[config.mk]
export PLATFORM = sky130hd
export DESIGN_NAME = mem_stage
export DESIGN_NICKNAME = d
export VERILOG_FILES = /design/src/rtl/brisc_pkg.sv /design/src/rtl/load_align.sv /design/src/rtl/mem_stage.sv
export SDC_FILE = /design/constraint.sdc
export NUM_CORES = 1
export LEC_CHECK = 0
export BUFFER_PORTS_ARGS = -buffer_cell sky130_fd_sc_hd__buf_4
export CORE_ASPECT_RATIO = 0.9
export CORE_MARGIN = 2
export CORE_UTILIZATION = 50
export DETAILED_ROUTE_END_ITERATION = 12
export GPL_TIMING_DRIVEN = 0
export MAX_ROUTING_LAYER = met4
export PLACE_DENSITY = 0.84
export RECOVER_POWER = 100
export SLEW_MARGIN = 5
export SYNTH_ARGS = -nofsm -noshare
export SYNTH_HDL_FRONTEND = slang
export SYNTH_SLANG_ARGS = --single-unit
[constraint.sdc]
create_clock -name clk -period 2.4 [get_ports clk]
set_clock_uncertainty 0.05 [all_clocks]
set_input_delay 0.12 -clock clk [delete_from_list [all_inputs] [get_ports clk]]
set_output_delay 0.12 -clock clk [all_outputs]
set_load 0.03 [all_outputs]
[src/rtl/brisc_pkg.sv]
// Shared brisc pipeline types: instruction tags, data width, and the
// memory-stage state encoding plus instruction-class helpers.
package brisc_pkg;

    localparam int XLEN   = 32;
    localparam int STRB_W = XLEN / 8;
    localparam int OFF_W  = $clog2(STRB_W);

    typedef enum logic [4:0] {
        NOP  = 5'd0,
        ADD  = 5'd1,
        SUB  = 5'd2,
        SLT  = 5'd3,
        SLL  = 5'd4,
        LUI  = 5'd5,
        JAL  = 5'd6,
        BEQ  = 5'd7,
        BNE  = 5'd8,
        LB   = 5'd9,
        LW   = 5'd10,
        SB   = 5'd11,
        SW   = 5'd12
    } instr_e;

    typedef enum logic [1:0] {
        IDLE = 2'd0,
        REQ  = 2'd1,
        WAIT = 2'd2,
        DONE = 2'd3
    } mem_state_e;

    function automatic logic is_load(input instr_e op);
        return (op == LB) || (op == LW);
    endfunction

    function automatic logic is_store(input instr_e op);
        return (op == SB) || (op == SW);
    endfunction

    function automatic logic is_mem(input instr_e op);
        return is_load(op) || is_store(op);
    endfunction

    function automatic logic is_word(input instr_e op);
        return (op == LW) || (op == SW);
    endfunction

    // Branches, stores and bubbles leave the register file untouched.
    function automatic logic writes_rd(input instr_e op);
        return !((op == NOP) || (op == BEQ) || (op == BNE) || is_store(op));
    endfunction

endpackage

[src/rtl/load_align.sv]
// Combinational load data alignment: LB picks the addressed byte lane and
// sign-extends it, LW passes the whole word through.
module load_align
    import brisc_pkg::*;
(
    input  logic [XLEN-1:0]  rdata,
    input  logic [OFF_W-1:0] byte_off,
    input  logic             byte_op,
    output logic [XLEN-1:0]  data
);

    logic [7:0] sel_byte;

    always_comb begin
        sel_byte = rdata[{byte_off, 3'b000} +: 8];
        if (byte_op) begin
            data = {{(XLEN - 8){sel_byte[7]}}, sel_byte};
        end else begin
            data = rdata;
        end
    end

endmodule

[src/rtl/mem_stage.sv]
// Memory stage: issues LB/LW/SB/SW over a req/gnt/rvalid port, stalls upstream
// while busy. Optional macro MEM_MISALIGN_CHECK_EN traps misaligned LW/SW.
module mem_stage
    import brisc_pkg::*;
(
    input  logic              clk,
    input  logic              reset,
    input  logic              valid_in,
    input  instr_e            instr_in,
    input  logic [XLEN-1:0]   alu_res,
    input  logic [XLEN-1:0]   rs2_data,
    output logic              stall_mem,
    output logic              dmem_req,
    output logic              dmem_we,
    output logic [XLEN-1:0]   dmem_addr,
    output logic [XLEN-1:0]   dmem_wdata,
    output logic [STRB_W-1:0] dmem_wstrb,
    input  logic              dmem_gnt,
    input  logic              dmem_rvalid,
    input  logic [XLEN-1:0]   dmem_rdata,
    output logic              wb_valid,
    output logic              wb_we,
    output logic [XLEN-1:0]   wb_data,
    output instr_e            wb_instr
`ifdef MEM_MISALIGN_CHECK_EN
    ,
    output logic              misalign_exc
`endif
);

    mem_state_e        state;
    instr_e            req_instr;
    logic [XLEN-1:0]   load_data;
    logic [XLEN-1:0]   req_addr_n;
    logic [XLEN-1:0]   req_wdata_n;
    logic [STRB_W-1:0] req_wstrb_n;
    logic              accept_mem;
`ifdef MEM_MISALIGN_CHECK_EN
    logic              word_misaligned;
`endif

    // The request registers keep the address, so the byte lane for LB is
    // taken from dmem_addr; word accesses always have a zero offset there.
    load_align u_load_align (
        .rdata    (dmem_rdata),
        .byte_off (dmem_addr[OFF_W-1:0]),
        .byte_op  (req_instr == LB),
        .data     (load_data)
    );

    assign accept_mem = (state == IDLE) && valid_in && is_mem(instr_in);
    assign stall_mem  = accept_mem || (state == REQ) || (state == WAIT);

    // Build the byte-laned request from the execute-stage operands.
    always_comb begin
        req_addr_n  = alu_res;
        req_wdata_n = '0;
        req_wstrb_n = '0;
        if (is_word(instr_in)) begin
            req_addr_n[OFF_W-1:0] = '0;
        end
        if (instr_in == SB) begin
            req_wdata_n = {STRB_W{rs2_data[7:0]}};
            req_wstrb_n = STRB_W'(1) << alu_res[OFF_W-1:0];
        end else if (instr_in == SW) begin
            req_wdata_n = rs2_data;
            req_wstrb_n = '1;
        end
    end

`ifdef MEM_MISALIGN_CHECK_EN
    assign word_misaligned = is_word(instr_in) && (alu_res[OFF_W-1:0] != '0);
`endif

    // Stage FSM. Writeback outputs are loaded on the edge that enters DONE
    // (or the edge after a non-memory op) so wb_valid is a one-cycle pulse.
    always_ff @(posedge clk) begin
        if (reset) begin
            state      <= IDLE;
            req_instr  <= NOP;
            dmem_req   <= 1'b0;
            dmem_we    <= 1'b0;
            dmem_addr  <= '0;
            dmem_wdata <= '0;
            dmem_wstrb <= '0;
            wb_valid   <= 1'b0;
            wb_we      <= 1'b0;
            wb_data    <= '0;
            wb_instr   <= NOP;
`ifdef MEM_MISALIGN_CHECK_EN
            misalign_exc <= 1'b0;
`endif
        end else begin
            wb_valid <= 1'b0;
            wb_we    <= 1'b0;
`ifdef MEM_MISALIGN_CHECK_EN
            misalign_exc <= 1'b0;
`endif
            case (state)
                IDLE: begin
                    if (valid_in && !is_mem(instr_in)) begin
                        wb_valid <= 1'b1;
                        wb_we    <= writes_rd(instr_in);
                        wb_data  <= alu_res;
                        wb_instr <= instr_in;
                    end else if (valid_in) begin
                        req_instr  <= instr_in;
                        dmem_addr  <= req_addr_n;
                        dmem_we    <= is_store(instr_in);
                        dmem_wdata <= req_wdata_n;
                        dmem_wstrb <= req_wstrb_n;
`ifdef MEM_MISALIGN_CHECK_EN
                        if (word_misaligned) begin
                            wb_valid     <= 1'b1;
                            wb_data      <= alu_res;
                            wb_instr     <= instr_in;
                            misalign_exc <= 1'b1;
                            state        <= DONE;
                        end else begin
                            dmem_req <= 1'b1;
                            state    <= REQ;
                        end
`else
                        dmem_req <= 1'b1;
                        state    <= REQ;
`endif
                    end
                end

                REQ: begin
                    if (dmem_gnt) begin
                        dmem_req <= 1'b0;
                        if (dmem_we) begin
                            wb_valid <= 1'b1;
                            wb_data  <= dmem_addr;
                            wb_instr <= req_instr;
                            state    <= DONE;
                        end else if (dmem_rvalid) begin
                            wb_valid <= 1'b1;
                            wb_we    <= 1'b1;
                            wb_data  <= load_data;
                            wb_instr <= req_instr;
                            state    <= DONE;
                        end else begin
                            state <= WAIT;
                        end
                    end
                end

                WAIT: begin
                    if (dmem_rvalid) begin
                        wb_valid <= 1'b1;
                        wb_we    <= 1'b1;
                        wb_data  <= load_data;
                        wb_instr <= req_instr;
                        state    <= DONE;
                    end
                end

                DONE: begin
                    state <= IDLE;
                end

                default: begin
                    state <= IDLE;
                end
            endcase
        end
    end

endmodule
==> results by stage <==
Logic synthesis:
- After synthesis, the share of flip-flops with an asynchronous set or reset is 0%.
- The synthesized flop and latch total is 116.
- Sorting the synthesized cells by area gives the leading types as dfxtp_1 40%, a211oi_1 6.4%, nand2_1 6.4%.
- The synthesized instance count is 682.
- For this run, the leading register cell type out of synthesis is dfxtp_1.
- The synthesized area per cell is 8.46 sq um.
- For this run, the number of Yosys warnings is 0.
- The leading cell type by number of instances after synthesis is dfxtp_1.
- Counting every net in the synthesized netlist gives 793.
- By count the netlist is led by 116 x dfxtp_1, 98 x nand2_1, 85 x nor2_1.
- In this run, distinct cell masters in the synthesized netlist total 53.
- The sequential fraction of the synthesis area is 40.2%.
- The netlist area before placement is 5770 sq um.
- The library cell with the largest summed area after synthesis is dfxtp_1.
- The portion of synthesized cell area occupied by the leading cell type is 40.2%.
- The number of flops mapped to enable cells by yosys is 0.

Worst setup path:
- The data arrival time of the worst path is 2.57 ns.
- The delay contributed by the slowest stage of the critical path is 0.43 ns.
- Measured in cells, the most critical reg-to-reg path has a length of 8.
- STA puts the critical path data required time at 2.64 ns.
- The count of buffering cells on the critical path with inverters included is 3.
- The critical path is of the reg -> reg type.
- The largest individual stage delay along the critical path comes from the cell o41ai_1.
- The signal on the critical path passes through inv_1 -> ha_1 -> nand2b_1 -> nand2b_1 -> a21o_1 -> buf_6 -> buf_2 -> o41ai_1.
- The setup slack of the most critical reg-to-reg path is 0.07 ns.
- The startpoint kind of the worst setup timing path is a register.
- The cell seen most often among critical-path stages is nand2b_1.
- On the critical path the largest part of the delay comes from compound AO/OA/AOI/OAI gates.
- The worst-path maximum fanout is 10.
- The endpoint identified for the worst register-to-register timing path is wb_data[8]$_SDFFE_PP0P_.
- STA classifies the critical path endpoint as a register.
- The source of the worst register-to-register timing path is state[1]$_SDFFE_PP0P_.

Clock network:
- The clock sink count is 116.
- The CTS tree is built.
- The clock tree synthesis step divided the H-tree into 4 levels.
- The cell at the root of the clock tree is clkbuf_16.
- Clock latency on the worst-skew pair, taken at its later pin, is 0.42 ns.
- The clock-pin slew of the registers on the worst-case setup and hold paths is 0.06 ns.
- The TritonCTS buffer count is 17.
- The clock passes through at most 2 buffers.

Worst hold path:
- The origin of the worst min-delay path is dmem_rvalid.
- The path with the worst hold slack has its endpoint at wb_we$_SDFF_PP0_.
- The worst min-delay path category is in -> reg.
- The cell count of the worst hold path is 3.

Pwr:
- The static leakage is 3.27 nW.
- Overall power consumption after layout is estimated at 8.34 mW.
- Power spread over the standard cell area amounts to 980 nW/um^2.
- Across the VDD grid, the largest voltage drop is 0.000640 V.

Global route:
- The first global-routing pass estimated 35800 um of wire.
- Entering global routing, the biggest net connects 20 pins.
- The number of global-route vias before repair came to 6689.
- For this run, the total global-route usage over all layers was measured as 38.5%.
- Global routing finished with a remaining overflow of 0.
- The number of antenna violations at the first check in global routing is 0.

STA:
- The fraction of the cycle the final worst path needs is 97.2%.
- Measured against its own limit, the worst slew margin works out to 56.7%.
- Timing would allow up to 0.429 GHz.
- The clock period minus worst slack is 2.33 ns.
- At the pin with the least slew margin, the transition time is 0.649 ns.
- The count of final setup violators is 0.
- The number of max-slew violations in the final report is 0.
- Across all hold checks on the routed design, the worst slack comes to 0.0616 ns.
- Setup repair after global routing could not meet its margin everywhere.
- The number of hold violations in the final report is 0.

Placement:
- The number of input and output port buffers inserted is 211.
- The cell area after placement is 7550 sq um.
- The HPWL after detailed placement is 15600 um.
- The final estimated routing congestion in global placement is 0.935.
- The placed cell count is 1049.

Finish:
- Cells with a size suffix above 1 make up 20.0% of the layout.
- Cells fill 75.0% of the core in the end.
- Once layout is done, the placed cells without fillers occupy 8510 sq um.
- The antenna diode count is 0.
- After filler insertion, the fill cell instance count of the layout stands at 887.
- The area overhead of the layout relative to synthesis is 47.5%.
- After the last flow step, the layout net total stands at 1091.
- For this run, the number of standard cells in the final layout without fillers is 1149.

Detailed routing:
- The number of iterations in the first detailed-routing pass is 5.
- The total vias in the final route is 7054.
- Dividing the detail-routed wire length by the instance count gives 20.7 um.
- After detailed routing, the number of remaining DRC violations is 0.
- The aggregate routed wire length is 23800 um.
- The antenna violation net count after detailed routing is 0.
- The DRC violation total after the first TritonRoute iteration is 1111.
- The via-per-instance ratio is 6.14.

Die:
- The floorplan step defined a core boundary enclosing 11300 sq um.
- The height of the chip is 106 um.
- Pin placement for this block handled 216 I/O pins.
- The number of cell rows is 37.
- The die covers 12400 sq um.
- The width of the die is 117 um.
- The starting density of the core is 50.9%.

Run:
- The number of maximum-capacitance constraint violations is 0.

Status:
- The flow ran to the end, and the final reports show no timing, DRC or antenna violations.
## layout make-up
cell class | count | area, sq um | area share [%]
buffer | 61 | 325 | 3.82
timing repair buffer | 281 | 1870 | 22.0
inverter | 8 | 30.0 | 0.353
sequential | 116 | 2320 | 27.3
multi-input combinational | 495 | 3120 | 36.7
tap | 156 | 195 | 2.29
clock inverter | 10 | 150 | 1.76
clock buffer | 22 | 494 | 5.81
## power by group
part,total (mW),leakage [nW],internal (mW),switching [mW]
registers,2.47,0.945,2.22,0.247
clock network,2.79,0.325,1.86,0.926
logic,3.08,2.00,1.02,2.06
total,8.34,3.27,5.11,3.23
## tightest hold or removal path: stages
cell      delay, ns
buf_2          0.17
o21ai_0        0.11
a211oi_1       0.08
## how the worst max path moves through the flow
stage / end / cells after the start / from / slack (ns)
6_report: wb_data[8]$_SDFFE_PP0P_ / 8 / state[1]$_SDFFE_PP0P_ / 0.07
5_1_grt: wb_instr[3]$_SDFFE_PP0P_ / 7 / state[0]$_SDFFE_PP0P_ / -0.005
4_1_cts: wb_instr[3]$_SDFFE_PP0P_ / 7 / state[0]$_SDFFE_PP0P_ / 0.0003
3_5_place_dp: wb_data[8]$_SDFFE_PP0P_ / 6 / state[0]$_SDFFE_PP0P_ / 0.05
3_3_place_gp: wb_data[25]$_SDFFE_PP0P_ / 6 / state[1]$_SDFFE_PP0P_ / 0.07
2_1_floorplan: wb_data[30]$_SDFFE_PP0P_ / 6 / dmem_addr[1]$_SDFFE_PP0P_ / 0.49
## per-layer routing
metal / up-vias / GRT usage (%) / part of all wire, %
li1: 3101 / - / -
met1: 3289 / 49.5 / 40
met2: 558 / 56.5 / 45
met3: 106 / 8.72 / 11
met4: 0 / 19.8 / 4.5
met5: - / - / 0
## sequential cells by signal, indices dropped and copies added, names as in the netlist
| signal | cells |
|---|---|
| dmem_we | 1 |
| wb_data | 32 |
| dmem_wdata | 32 |
| dmem_wstrb | 4 |
| dmem_req | 1 |
| state | 2 |
| req_instr | 5 |
| dmem_addr | 32 |
| wb_we | 1 |
| wb_valid | 1 |
| wb_instr | 5 |
## cells by family after synthesis
family                   count (synthesis)  share of synthesized area (%)
XOR/XNOR                                 1                          0.152
adder cells (fa/ha/maj)                  5                           1.08
AO/OA/AOI/OAI                          226                           29.6
multiplexers                            16                           3.14
AND/OR/NAND/NOR                        247                           19.7
buffers and inverters                   71                           6.13
flip-flops                             116                           40.2
## repair_timing
action / in CTS / in global routing
pin swaps: 0 / 1
hold buffers: 68 / 0
hold endpoints to repair: 91 / 0
gates resized for setup: 2 / 17
setup endpoints to repair: 3 / 67
setup buffers: 0 / 2
## cells in the final DEF, fill, tap and decap left out, types with 4 or more instances in the layout
master         count
a211oi_1          48
a21oi_1           46
a21oi_2            4
a222oi_1           7
a22o_1            24
a22oi_1           15
a2bb2oi_1          6
a31oi_1            9
buf_2             15
buf_4            114
buf_6              4
bufinv_16          4
clkbuf_1         132
clkbuf_16         17
clkbuf_2           8
clkbuf_8           5
clkinv_2           6
dfxtp_1          116
dlygate4sd3_1     68
ha_1               5
inv_1              8
mux2_2             7
mux2i_1            8
nand2_1           98
nand2b_1           5
nand3b_1          24
nor2_1            85
nor2b_1           14
nor3_1             6
o21a_1            10
o21ai_0            8
o32ai_1            7
o41ai_1           21
## stage by stage
| step | worst slack, ns | TNS [ns] |
|---|---|---|
| after floorplan | 0.486 | 0 |
| after global placement | 0.0679 | 0 |
| after detailed placement | 0.0509 | 0 |
| after CTS | 0.000251 | 0 |
| after global routing | -0.00505 | -0.00928 |
| final | 0.0676 | 0 |
No activity file was read; power rests on OpenSTA's default activity.
